### src/rtl/acc_drain_ctrl_pkg.sv
// Shared definitions for the accumulator drain path: FSM encodings, tile index width
// and a signed saturation helper reused by writeback-side blocks.
package acc_drain_ctrl_pkg;

    // Tile index width matches acc_sel_tile on the accumulator bank.
    localparam int TILE_IDX_W = 3;

    localparam logic [1:0] ST_IDLE  = 2'd0;
    localparam logic [1:0] ST_READ  = 2'd1;
    localparam logic [1:0] ST_FLUSH = 2'd2;
    localparam logic [1:0] ST_DONE  = 2'd3;

    // Clamp a sign-extended value into the signed range of 'width' bits.
    function automatic logic signed [63:0] saturate(input logic signed [63:0] value,
                                                    input int width);
        logic signed [63:0] max_val;
        logic signed [63:0] min_val;
        max_val = (64'sd1 <<< (width - 1)) - 64'sd1;
        min_val = -(64'sd1 <<< (width - 1));
        if (value > max_val) begin
            return max_val;
        end else if (value < min_val) begin
            return min_val;
        end
        return value;
    endfunction

endpackage

### src/rtl/acc_drain_ctrl_skid_buf.sv
// Two-entry skid FIFO between the accumulator read pipe and the output port.
// Head entry is always mem0; push and pop may happen in the same cycle.
module drain_skid_buf #(
    parameter int WIDTH = 17
) (
    input  logic             clk,
    input  logic             rst,
    input  logic             push,
    input  logic [WIDTH-1:0] push_data,
    input  logic             pop,
    output logic [1:0]       count,
    output logic [WIDTH-1:0] head
);

    logic [WIDTH-1:0] mem0;
    logic [WIDTH-1:0] mem1;

    // NOTE: sequential state uses non-blocking assignments so every flop samples pre-edge values.
    always_ff @(posedge clk) begin
        if (rst) begin
            count <= 2'd0;
            // NOTE: storage is reset as well; the head feeds the output port and must never carry X.
            mem0  <= '0;
            mem1  <= '0;
        end else begin
            case ({push, pop})
                2'b10: begin
                    if (count == 2'd0) begin
                        mem0 <= push_data;
                    end else begin
                        mem1 <= push_data;
                    end
                    count <= count + 2'd1;
                end
                2'b01: begin
                    mem0  <= mem1;
                    count <= count - 2'd1;
                end
                2'b11: begin
                    if (count == 2'd1) begin
                        mem0 <= push_data;
                    end else begin
                        mem0 <= mem1;
                        mem1 <= push_data;
                    end
                end
                default: ;
            endcase
        end
    end

    assign head = mem0;

endmodule

### src/rtl/acc_drain_ctrl.sv
// Accumulator drain controller: walks every tile/row after a layer run and streams the
// results out on a valid/ready port. Define DRAIN_SAT_EN for saturating narrowing.
module acc_drain_ctrl
    import acc_drain_ctrl_pkg::*;
#(
    parameter int NUM_TILES = 2,
    parameter int ROWS      = 4,
    parameter int ACC_W     = 32,
    parameter int DATA_W    = 16,
    localparam int ROW_W    = (ROWS > 1) ? $clog2(ROWS) : 1
) (
    input  logic                  clk,
    input  logic                  rst,
    input  logic                  start,
    output logic                  acc_rd_en,
    output logic [TILE_IDX_W-1:0] acc_rd_tile,
    output logic [ROW_W-1:0]      acc_rd_row,
    input  logic [ACC_W-1:0]      acc_rd_data,
    output logic                  out_valid,
    input  logic                  out_ready,
    output logic [DATA_W-1:0]     out_data,
    output logic                  out_last,
    output logic                  busy,
    output logic                  done
);

    localparam int                    ENTRY_W   = DATA_W + 1;
    localparam logic [TILE_IDX_W-1:0] LAST_TILE = TILE_IDX_W'(NUM_TILES - 1);
    localparam logic [ROW_W-1:0]      LAST_ROW  = ROW_W'(ROWS - 1);

    logic [1:0]            state;
    logic [1:0]            state_nxt;
    logic [TILE_IDX_W-1:0] tile_cnt;
    logic [ROW_W-1:0]      row_cnt;
    logic                  inflight;
    logic                  inflight_last;
    logic [1:0]            fifo_count;
    logic [ENTRY_W-1:0]    fifo_head;
    logic [ENTRY_W-1:0]    fifo_wdata;
    logic [DATA_W-1:0]     conv_data;
    logic [2:0]            occupancy;
    logic                  pop;
    logic                  last_read;

`ifdef DRAIN_SAT_EN
    logic signed [63:0] sat_word;
    assign sat_word  = saturate(64'(signed'(acc_rd_data)), DATA_W);
    assign conv_data = DATA_W'(sat_word);
`else
    assign conv_data = DATA_W'(acc_rd_data);
`endif

    assign fifo_wdata = {inflight_last, conv_data};
    assign out_valid  = (fifo_count != 2'd0);
    assign out_data   = out_valid ? fifo_head[DATA_W-1:0] : '0;
    assign out_last   = out_valid && fifo_head[DATA_W];
    assign pop        = out_valid && out_ready;

    // Credit counts the slot freed by this cycle's pop, so a streaming sink sees one word per cycle.
    assign occupancy  = {1'b0, fifo_count} + {2'b00, inflight} - {2'b00, pop};
    assign acc_rd_en  = (state == ST_READ) && (occupancy < 3'd2);
    assign last_read  = (tile_cnt == LAST_TILE) && (row_cnt == LAST_ROW);

    assign acc_rd_tile = tile_cnt;
    assign acc_rd_row  = row_cnt;

    always_comb begin
        // NOTE: default assignment first keeps this always_comb free of inferred latches.
        state_nxt = state;
        case (state)
            ST_IDLE:  if (start) state_nxt = ST_READ;
            ST_READ:  if (acc_rd_en && last_read) state_nxt = ST_FLUSH;
            ST_FLUSH: if (pop && out_last) state_nxt = ST_DONE;
            default:  state_nxt = ST_IDLE;
        endcase
    end

    always_ff @(posedge clk) begin
        if (rst) begin
            state         <= ST_IDLE;
            tile_cnt      <= '0;
            row_cnt       <= '0;
            inflight      <= 1'b0;
            inflight_last <= 1'b0;
            busy          <= 1'b0;
            done          <= 1'b0;
        end else begin
            state         <= state_nxt;
            busy          <= (state_nxt == ST_READ) || (state_nxt == ST_FLUSH);
            done          <= (state_nxt == ST_DONE);
            inflight      <= acc_rd_en;
            inflight_last <= acc_rd_en && last_read;
            if (acc_rd_en) begin
                if (row_cnt == LAST_ROW) begin
                    row_cnt  <= '0;
                    tile_cnt <= last_read ? '0 : tile_cnt + TILE_IDX_W'(1);
                end else begin
                    row_cnt <= row_cnt + ROW_W'(1);
                end
            end
        end
    end

    drain_skid_buf #(
        .WIDTH (ENTRY_W)
    ) u_skid (
        .clk       (clk),
        .rst       (rst),
        .push      (inflight),
        .push_data (fifo_wdata),
        .pop       (pop),
        .count     (fifo_count),
        .head      (fifo_head)
    );

endmodule
### config.mk
export PLATFORM = sky130hd
export DESIGN_NAME = acc_drain_ctrl
export DESIGN_NICKNAME = d
export VERILOG_FILES = /design/src/rtl/acc_drain_ctrl_pkg.sv /design/src/rtl/acc_drain_ctrl_skid_buf.sv /design/src/rtl/acc_drain_ctrl.sv
export SDC_FILE = /design/constraint.sdc
export NUM_CORES = 1
export LEC_CHECK = 0
export ABC_AREA = 0
export BUFFER_PORTS_ARGS = -buffer_cell sky130_fd_sc_hd__buf_2
export CAP_MARGIN = 20
export CORE_MARGIN = 10
export CORE_UTILIZATION = 48
export DETAILED_ROUTE_END_ITERATION = 10
export GPL_ROUTABILITY_DRIVEN = 1
export GPL_TIMING_DRIVEN = 1
export PLACE_DENSITY = 0.75
export RECOVER_POWER = 50
export SLEW_MARGIN = 5
export SYNTH_ARGS = -nofsm -noshare
export SYNTH_HDL_FRONTEND = slang
export SYNTH_SLANG_ARGS = --single-unit
### constraint.sdc
create_clock -name clk -period 2.9 [get_ports clk]
set_input_delay 0.435 -clock clk [delete_from_list [all_inputs] [get_ports clk]]
set_output_delay 0.435 -clock clk [all_outputs]
set_load 0.1 [all_outputs]
==> flow_metrics.env, run 1 <==
export IMPL_path_max_fanout=4
export IMPL_clockBufferDepth=2
export IMPL_dieHeight_um=94.01
export IMPL_synthSimpleGateAreaFrac=0.2208
export IMPL_wl_per_cell_um=14.86
export IMPL_slew_headroom=0.2098
export IMPL_p_switching_mw=1.722
export IMPL_synth_area_leaders="dfxtp_1 (36%), nor2b_1 (7.6%), mux2i_1 (6.9%), a221oi_1 (5.7%), o32ai_2 (5.6%)"
export IMPL_area_delta_synth_final_pct=19.94
export IMPL_grt_max_degree=54
export IMPL_power_leakage_nw=1.336
export IMPL_coreArea_um2=5205
export IMPL_syn_nets=336
export IMPL_setup_viol=0
export IMPL_diodes=0
export IMPL_drt_initial_drc_count=98
export IMPL_std_cell_rows=26
export IMPL_clkSinkCount=47
export IMPL_irDropWorstVdd_mv=0.4900
export IMPL_synth_edf_count=0
export IMPL_slew_viol_final=0
export IMPL_r2r_end="busy$_SDFF_PP0_"
export IMPL_syn_cell_area_um2=2629
export IMPL_cts_buffers=5
export IMPL_cp_start_kind="flip-flop"
export IMPL_power_density_nw_per_um2=1103
export IMPL_synth_top_family_by_area="compound AO/OA/AOI/OAI gates"
export IMPL_fill_cells=460
export IMPL_antenna_found_initial=0
export IMPL_ant_nets=0
export IMPL_rsz0062_at_grt="true"
export IMPL_regToRegStartpoint="u_skid.count[0]$_SDFFE_PP0P_"
export IMPL_final_hold_violation_count=0
export IMPL_place_congestion=0.7511
export IMPL_r2r_cells=12
export IMPL_grt_first_pass_wirelength_um=9942
export IMPL_crit_chain="inv_4 -> ha_4 -> or2b_1 -> nor2_2 -> o21ai_2 -> fa_2 -> nand3b_1 -> nor2_4 -> buf_12"
export IMPL_placed_cells=396
export IMPL_power_frac_comb=0.597
export IMPL_initial_core_util=0.5050
export IMPL_period_minus_slack_ns=2.859
export IMPL_dr_pass1_iters=4
export IMPL_hold_class="in -> reg"
export IMPL_dp_hpwl_um=4070
export IMPL_crit_slowest_cell="fa_2"
export IMPL_criticalPathCategory="reg -> out"
export IMPL_synth_xor_area_frac=0.009995
export IMPL_cts_htree_levels=2
export IMPL_instances_no_fill=410
export IMPL_p_sw_frac=0.4953
export IMPL_avgSynthCellArea_um2=9.034
export IMPL_power_frac_seq=0.256
export IMPL_viasPerCell=5.412
export IMPL_portBuffers=45
export IMPL_path_clk_slew_ns=0.09
export IMPL_muxShareOfSynthArea=0.07949
export IMPL_drc_errors=0
export IMPL_maxCapViolations=0
export IMPL_fin_area_um2=3153
export IMPL_synth_cell_types=44
export IMPL_synth_seq_area_share=0.3579
export IMPL_synth_adder_area_share=0.04569
export IMPL_clkLatencyLatePin_ns=0.30
export IMPL_grt_overflow_total=0
export IMPL_holdWs_ns=0.4127
export IMPL_drive_gt1_frac=0.2735
export IMPL_nets=384
export IMPL_wl_met2_um=3032
export IMPL_clkPwrFrac=0.147
export IMPL_ys_ff_latch=47
export IMPL_finClkSkew_ns=0.006761
export IMPL_cp_data_arrival_time_ns=2.42
export IMPL_yosysTopAreaCell="dfxtp_1"
export IMPL_outcome="completed"
export IMPL_die_w_um=94.01
export IMPL_dieArea_um2=8837
export IMPL_cts_root_buf="clkbuf_8"
export IMPL_async_flop_share=0
export IMPL_max_stage_delay_ns=0.55
export IMPL_grt_usage=0.1346
export IMPL_grt_pass1_vias=2125
export IMPL_cts_tree="built"
export IMPL_utilization=0.6058
export IMPL_ff2ff_setup_slack_ns=0.10
export IMPL_finalCritPeriodShare=0.9860
export IMPL_yosys_warnings=0
export IMPL_wl_met1_um=2715
export IMPL_worstSetupEndpointType="primary output"
export IMPL_p_int_mw=1.755
export IMPL_hold_buffers=0
export IMPL_yosysTopAreaCellShare=0.3579
export IMPL_synth_cells=291
export IMPL_holdPathEnd="u_skid.mem1[11]$_SDFFE_PP0P_"
export IMPL_highest_layer="met4"
export IMPL_ios=62
export IMPL_synth_compound_area_frac=0.2270
export IMPL_tightest_slew_ns=1.190
export IMPL_wl_um=6094
export IMPL_cp_required_ns=2.47
export IMPL_synthFlopType="dfxtp_1"
export IMPL_fmax_mhz=349.7
export IMPL_totalPowerFinal_mw=3.477
export IMPL_hold_depth=3
export IMPL_dr_wl_met3_um=286
export IMPL_post_dp_cell_area_um2=2962
export IMPL_min_from="acc_rd_data[11]"
export IMPL_num_vias=2219
[routing by layer]
metal  global-route usage  vias to the layer above
met3              0.03357                        5
met5                    0                        -
li1                     -                     1139
met1               0.1593                     1039
met4              0.03797                        0
met2               0.2339                       36
[cells in the mapped netlist, types with 2 or more instances]
master / n
nand3b_1: 2
a221oi_1: 17
o32ai_2: 9
and2b_1: 6
nor2_1: 23
o32ai_1: 9
nor2b_1: 32
dfxtp_1: 47
nor3_1: 2
ha_1: 8
buf_2: 3
a211oi_1: 2
inv_1: 9
buf_4: 3
mux2i_1: 18
o21ai_0: 22
clkbuf_1: 9
or4_1: 3
buf_6: 3
nand2_1: 34
xor2_1: 3
a21oi_1: 5
[registers in the layout, indices dropped and copies added, names as in the netlist]
name,cells
inflight_last,1
state,2
u_skid.mem1,17
busy,1
acc_rd_tile,3
done,1
inflight,1
u_skid.count,2
acc_rd_row,2
u_skid.head,17
[cell type report]
type,count,area [um^2],share of cell area
multi-input cells,213,1577,0.5000
flip-flops and latches,47,948.4,0.3008
repair buffers,61,372.9,0.1183
well taps,70,87.58,0.02778
clock buffers,6,82.58,0.02619
inverters,11,46.29,0.01468
clock inverters,2,38.79,0.01230
[how the worst max path moves through the flow]
stage / startpoint / end / slack (ns) / cells after the start
final: u_skid.count[0]$_SDFFE_PP0P_ / acc_rd_en / 0.04 / 9
after global routing: u_skid.count[0]$_SDFFE_PP0P_ / acc_rd_en / -0.05 / 9
after CTS: u_skid.count[1]$_SDFFE_PP0P_ / acc_rd_en / 0.008 / 9
after detailed placement: u_skid.count[0]$_SDFFE_PP0P_ / busy$_SDFF_PP0_ / 0.14 / 10
after global placement: u_skid.count[0]$_SDFFE_PP0P_ / busy$_SDFF_PP0_ / 0.17 / 10
after floorplan: u_skid.count[1]$_SDFFE_PP0P_ / acc_rd_en / -0.02 / 9
[cell families after synthesis]
| logic type | after synthesis |
|---|---|
| buffers and inverters | 31 |
| XOR/XNOR | 3 |
| AO/OA/AOI/OAI | 71 |
| flip-flops | 47 |
| multiplexers | 20 |
| AND/OR/NAND/NOR | 110 |
| adder cells (fa/ha/maj) | 9 |
[power groups by stage]
stage	combinational [mW]	clock [mW]	sequential, mW
2_1_floorplan	1.57	0	0.947
6_report	2.08	0.511	0.889
3_5_place_dp	1.97	0	0.901
5_1_grt	2.22	0.547	0.911
3_3_place_gp	1.94	0	0.895
4_1_cts	2.02	0.525	0.894
[metrics by stage]
| step | setup TNS, ns | setup slack [ns] |
|---|---|---|
| 2_1_floorplan | -0.01579 | -0.01579 |
| 3_3_place_gp | 0 | 0.1725 |
| 3_5_place_dp | 0 | 0.1355 |
| 4_1_cts | 0 | 0.007802 |
| 5_1_grt | -0.05786 | -0.04623 |
| 6_report | 0 | 0.04057 |
[repair_timing]
action                                  in CTS  in global routing
buffers inserted                             3                  3
endpoints found under the setup margin       1                  2
pin swaps                                    4                  2
gates resized for setup                      4                  3
[critical path, delay by kind of cell (launching register included)]
family                   cells  cell delay [ns]
AO/OA/AOI/OAI                1             0.08
adder cells (fa/ha/maj)      2             0.72
buffers and inverters        2             0.22
flip-flops                   1             0.39
AND/OR/NAND/NOR              4             0.70
[cells in the final DEF (no fill, tap or decap), types with 2 or more instances in the layout]
| cell type | Yosys | routed |
|---|---|---|
| dfxtp_1 | 47 | 45 |
| buf_2 | 3 | 41 |
| nand2_1 | 34 | 34 |
| nor2b_1 | 32 | 32 |
| nor2_1 | 23 | 21 |
| o21ai_0 | 22 | 21 |
| mux2i_1 | 18 | 18 |
| a221oi_1 | 17 | 17 |
| buf_4 | 3 | 14 |
| o32ai_2 | 9 | 10 |
| o32ai_1 | 9 | 8 |
| inv_1 | 9 | 7 |
| ha_1 | 8 | 7 |
| and2b_1 | 6 | 6 |
| clkbuf_8 | 0 | 6 |
| a21oi_1 | 5 | 5 |
| or4_1 | 3 | 3 |
| clkbuf_1 | 9 | 3 |
| nand3b_1 | 2 | 2 |
| inv_4 | 0 | 2 |
| nor3_1 | 2 | 2 |
| a211oi_1 | 2 | 2 |
| xor2_1 | 3 | 2 |
| buf_12 | 0 | 2 |
| dfxtp_4 | 0 | 2 |
Power figures use the tool's default switching activity.
==> run 2, diff against run 1 <==
Settings changed: CORE_MARGIN 10 to unset, SETUP_SLACK_MARGIN set to 0.3.
==> run 2 against run 1 <==
Compared with the run above:
- die area fell by 35%
- clock power fell by 9.0%
- combinational power rose by 3%
- design area rose by 3.3%
- global-route usage rose by 7.0 points
==> flow_metrics.env, run 2 (synthesized netlist as in run 1, its figures left out) <==
export IMPL_crit_chain="inv_4 -> ha_4 -> or2b_1 -> nor2_2 -> o21ai_2 -> fa_2 -> nand3b_1 -> nor2_4 -> buf_12"
export IMPL_cts_tree="built"
export IMPL_r2r_cells=12
export IMPL_portBuffers=45
export IMPL_dieHeight_um=76.01
export IMPL_fill_cells=460
export IMPL_grt_overflow_total=0
export IMPL_grt_pass1_vias=2188
export IMPL_criticalPathCategory="reg -> out"
export IMPL_grt_usage=0.2047
export IMPL_wl_um=6087
export IMPL_clockBufferDepth=2
export IMPL_cts_root_buf="clkbuf_8"
export IMPL_hold_class="in -> reg"
export IMPL_cp_start_kind="flip-flop"
export IMPL_tightest_slew_ns=1.170
export IMPL_clkLatencyLatePin_ns=0.30
export IMPL_crit_slowest_cell="fa_2"
export IMPL_viasPerCell=5.547
export IMPL_fmax_mhz=344.9
export IMPL_place_worst_setup_slack_ns=0.1457
export IMPL_layout_commonest_cell="dfxtp_1"
export IMPL_min_from="acc_rd_data[12]"
export IMPL_irDropWorstVdd_mv=0.5084
export IMPL_worst_path_buf_inv=2
export IMPL_fin_tns_setup_ns=0
export IMPL_placed_cells=394
export IMPL_setup_ws_ns=0.0005196
export IMPL_dieArea_um2=5777
export IMPL_num_vias=2324
export IMPL_initial_core_util=0.5050
export IMPL_grt_max_degree=53
export IMPL_crit_family="simple AND/OR/NAND/NOR gates"
export IMPL_drive_gt1_frac=0.3295
export IMPL_finClkSkew_ns=0.006555
export IMPL_drt_initial_drc_count=129
export IMPL_cts_buffers=5
export IMPL_rsz0062_at_grt="true"
export IMPL_power_leakage_nw=1.374
export IMPL_layout_common_cells="dfxtp_1 (45), buf_2 (40), nand2_1 (34)"
export IMPL_outcome="completed"
export IMPL_power_density_nw_per_um2=1074
export IMPL_final_hold_violation_count=0
export IMPL_path_max_fanout=5
export IMPL_grt_first_pass_wirelength_um=9846
export IMPL_instances_no_fill=419
export IMPL_r2r_end="busy$_SDFF_PP0_"
export IMPL_cp_data_arrival_time_ns=2.46
export IMPL_clkSinkCount=47
export IMPL_worstSetupEndpointType="primary output"
export IMPL_place_congestion=0.7843
export IMPL_cp_required_ns=2.47
export IMPL_ios=62
export IMPL_max_stage_delay_ns=0.55
export IMPL_hold_buffers=0
export IMPL_antenna_found_initial=0
export IMPL_holdWs_ns=0.4207
export IMPL_hold_depth=3
export IMPL_diodes=0
export IMPL_drc_errors=0
export IMPL_dp_hpwl_um=3726
export IMPL_slew_headroom=0.2236
export IMPL_cts_htree_levels=2
export IMPL_regToRegStartpoint="u_skid.count[0]$_SDFFE_PP0P_"
export IMPL_post_dp_cell_area_um2=2959
export IMPL_period_minus_slack_ns=2.899
export IMPL_nets=394
export IMPL_totalPowerFinal_mw=3.498
export IMPL_ant_nets=0
export IMPL_slew_viol_final=0
export IMPL_ff2ff_setup_slack_ns=0.05
export IMPL_holdPathEnd="u_skid.mem1[12]$_SDFFE_PP0P_"
export IMPL_std_cell_rows=26
export IMPL_dr_pass1_iters=4
export IMPL_utilization=0.6260
export IMPL_die_w_um=76.01
export IMPL_maxCapViolations=0
export IMPL_wl_per_cell_um=14.53
export IMPL_path_clk_slew_ns=0.09
export IMPL_fin_area_um2=3258
export IMPL_finalCritPeriodShare=0.9998
export IMPL_area_delta_synth_final_pct=23.94
export IMPL_setup_viol=0
export IMPL_coreArea_um2=5205
run 2: cell types whose count changed in the layout (fill, tap and decap cells not counted), sizes merged:
cell,delta
buf,+9
inv,-1
clkbuf,+1
run 2: tightest hold or removal path: stages:
cell and delay, ns:
buf_2 0.10, nand2_1 0.07, mux2i_1 0.07
run 2: area by class of cell:
class	instances	area, um^2	share of cell area
repair buffers	71	441.7	0.1356
multi-input cells	213	1634	0.5015
inverters	11	46.29	0.01421
clock inverters	1	30.03	0.009217
well taps	70	87.58	0.02688
flip-flops and latches	47	945.9	0.2903
clock buffers	6	72.57	0.02227
run 2: repair_timing:
item | CTS | global route
gates resized for setup | 2 | 13
pin swaps | 6 | 7
setup buffers | 10 | 8
endpoints found under the setup margin | 5 | 7
run 2: power by group:
| part | internal (mW) | total (mW) | leakage, nW | switching [mW] |
|---|---|---|---|---|
| logic | 0.713 | 2.14 | 0.938 | 1.43 |
| clock network | 0.253 | 0.465 | 0.0513 | 0.212 |
| registers | 0.789 | 0.888 | 0.385 | 0.0993 |
run 2: routing by layer:
metal  global-route usage  share of wire
met1               0.2609           0.47
met2               0.3545           0.49
met3              0.03952          0.034
met4              0.05192         0.0087
met5                    0              0
run 2: how the worst max path moves through the flow:
stage,cells after the start,endpoint,from
final,9,acc_rd_en,u_skid.count[0]$_SDFFE_PP0P_
after global routing,9,acc_rd_en,u_skid.count[0]$_SDFFE_PP0P_
after CTS,9,acc_rd_en,u_skid.count[0]$_SDFFE_PP0P_
after detailed placement,10,busy$_SDFF_PP0_,u_skid.count[1]$_SDFFE_PP0P_
after global placement,10,busy$_SDFF_PP0_,u_skid.count[0]$_SDFFE_PP0P_
after floorplan,9,acc_rd_en,u_skid.count[1]$_SDFFE_PP0P_
==> run 3, diff against run 2 <==
Settings changed: PLACE_DENSITY 0.75 to 0.76, SETUP_SLACK_MARGIN 0.3 to 0.05, SYNTH_HIERARCHICAL set to 1.
==> run 3 against run 2 <==
Compared with the run above:
- flip-flop and latch count unchanged
- design area decreased by 11%
- maximum frequency up 2.3%
- worst setup slack gained 0.067 ns
- clock-buffer cell count unchanged
- highest routed layer unchanged
- critical path type unchanged
- worst hold slack got worse by 0.034 ns
==> flow_metrics.env, run 3 <==
export IMPL_setup_viol=0
export IMPL_std_cell_rows=25
export IMPL_dieHeight_um=74.12
export IMPL_power_leakage_nw=1.056
export IMPL_die_w_um=74.12
export IMPL_ios=62
export IMPL_viasPerCell=5.693
export IMPL_grt_pass1_vias=2017
export IMPL_layout_common_cells="dfxtp_1 (45), a21oi_1 (39), o21ai_0 (38)"
export IMPL_finClkSkew_ns=0.007183
export IMPL_portBuffers=45
export IMPL_syn_cell_area_um2=2496
export IMPL_muxShareOfSynthArea=0
export IMPL_synthFlopType="dfxtp_1"
export IMPL_synth_compound_area_frac=0.2642
export IMPL_synthTopCellsByCount="dfxtp_1 (47), a21oi_1 (39), o21ai_0 (39)"
export IMPL_tightest_slew_ns=1.189
export IMPL_worstSetupEndpointType="primary output"
export IMPL_syn_nets=337
export IMPL_yosysTopAreaCell="dfxtp_1"
export IMPL_clkLatencyLatePin_ns=0.31
export IMPL_utilization=0.6000
export IMPL_irDropWorstVdd_mv=0.8419
export IMPL_cts_htree_levels=2
export IMPL_yosys_warnings=6
export IMPL_period_minus_slack_ns=2.833
export IMPL_synth_cell_types=38
export IMPL_outcome="completed"
export IMPL_finalCritPeriodShare=0.9769
export IMPL_area_delta_synth_final_pct=16.54
export IMPL_r2r_cells=10
export IMPL_synth_area_leaders="dfxtp_1 (38%), a21oi_1 (7.8%), o21ai_0 (7.8%), nand3_1 (7.0%), a311oi_2 (6.0%)"
export IMPL_cp_start_kind="flip-flop"
export IMPL_ant_nets=0
export IMPL_wl_per_cell_um=15.29
export IMPL_grt_first_pass_wirelength_um=9563
export IMPL_fmax_mhz=353.0
export IMPL_layout_commonest_cell="dfxtp_1"
export IMPL_wl_um=6072
export IMPL_synth_adder_area_share=0.06817
export IMPL_cts_buffers=5
export IMPL_synth_top_family_by_area="compound AO/OA/AOI/OAI gates"
export IMPL_nets=379
export IMPL_dr_pass1_iters=4
export IMPL_num_vias=2260
export IMPL_hold_depth=3
export IMPL_slew_headroom=0.2106
export IMPL_clkSinkCount=47
export IMPL_criticalPathCategory="reg -> out"
export IMPL_synth_seq_area_share=0.3769
export IMPL_cts_tree="built"
export IMPL_diodes=0
export IMPL_dieArea_um2=5493
export IMPL_totalPowerFinal_mw=3.441
export IMPL_async_flop_share=0
export IMPL_synth_most_common_cell="dfxtp_1"
export IMPL_cp_required_ns=2.47
export IMPL_grt_usage=0.2310
export IMPL_drc_errors=0
export IMPL_rsz0062_at_grt="true"
export IMPL_power_density_nw_per_um2=1183
export IMPL_grt_overflow_total=0
export IMPL_hold_buffers=0
export IMPL_coreArea_um2=4848
export IMPL_synth_cells=288
export IMPL_path_clk_slew_ns=0.08
export IMPL_ys_ff_latch=47
export IMPL_path_max_fanout=4
export IMPL_fill_cells=450
export IMPL_cp_data_arrival_time_ns=2.40
export IMPL_place_congestion=0.7866
export IMPL_hold_class="in -> reg"
export IMPL_antenna_found_initial=0
export IMPL_drt_initial_drc_count=168
export IMPL_synth_edf_count=0
export IMPL_yosysTopAreaCellShare=0.3769
export IMPL_clockBufferDepth=2
export IMPL_drive_gt1_frac=0.1909
export IMPL_cts_root_buf="clkbuf_8"
export IMPL_avgSynthCellArea_um2=8.667
export IMPL_initial_core_util=0.5148
export IMPL_final_hold_violation_count=0
export IMPL_slew_viol_final=0
export IMPL_dp_hpwl_um=3859
export IMPL_grt_max_degree=48
export IMPL_maxCapViolations=0
export IMPL_synth_xor_area_frac=0.01404
export IMPL_synthSimpleGateAreaFrac=0.2005
## run 3: path summary, 6_finish.rpt
| path | from | end | slack, ns |
|---|---|---|---|
| worst max-delay path | u_skid/count[1]$_SDFFE_PP0P_ | acc_rd_en | 0.07 |
| worst min-delay path | acc_rd_data[12] | u_skid/mem1[12]$_SDFFE_PP0P_ | 0.39 |
| worst max register to register | u_skid/count[1]$_SDFFE_PP0P_ | acc_rd_tile[1]$_SDFFE_PP0P_ | 0.18 |
| worst min register to register | u_skid/mem1[0]$_SDFFE_PP0P_ | u_skid/mem1[0]$_SDFFE_PP0P_ | 0.47 |
## run 3: metrics by stage
step	setup WS, ns	instance area (um^2)	std cells	setup TNS (ns)	hold WS [ns]
detailed placement	0.07628	2784	386	0	0.4636
global placement	0.08277	2784	386	0	0.4533
floorplan	-0.09443	2555	288	-0.09443	0.4440
finish	0.06703	2909	397	0	0.3864
CTS	0.05084	2938	397	0	0.3844
global route	-0.01666	2909	397	-0.01666	0.4010
## run 3: routing by layer
metal,vias up,wire length [um],track usage
li1,1120,-,-
met4,0,113,0.1111
met3,10,350,0.04472
met2,61,2974,0.3737
met5,-,0,0
met1,1069,2633,0.2960
## run 3: where the power goes
group / switching (mW) / internal [mW] / leakage [nW]
Combinational: 1.42 / 0.630 / 0.620
Clock: 0.217 / 0.253 / 0.0513
Sequential: 0.0861 / 0.833 / 0.385
## run 3: cell type report
| cell class | count | area [um^2] | area share |
|---|---|---|---|
| Clock inverter | 1 | 30.03 | 0.01032 |
| Multi-Input combinational cell | 207 | 1429 | 0.4912 |
| Sequential cell | 47 | 945.9 | 0.3252 |
| Tap cell | 67 | 83.83 | 0.02882 |
| Inverter | 9 | 33.78 | 0.01161 |
| Clock buffer | 6 | 72.57 | 0.02495 |
| Timing Repair Buffer | 60 | 314.1 | 0.1080 |
## run 3: cell families after synthesis
kind of cell	count (synthesis)
compound gates	102
xor+xnor	4
fa+ha+maj	13
buf+inv	34
flops	47
simple gates	88
## run 3: critical path: stages (launching register included)
cell and delay, ns:
dfxtp_4 0.35, or2_4 0.24, and2_4 0.16, ha_4 0.21, nand2b_4 0.13, fa_2 0.53
nand3b_1 0.15, nor2_4 0.14, buf_12 0.18
## run 3: repair_timing
action                     in CTS  in global routing
gates cloned                    0                  0
resized for setup               3                  2
pin swaps                       3                  0
buffers inserted                4                  0
hold endpoints to repair        0                  0
setup endpoints to repair       1                  2
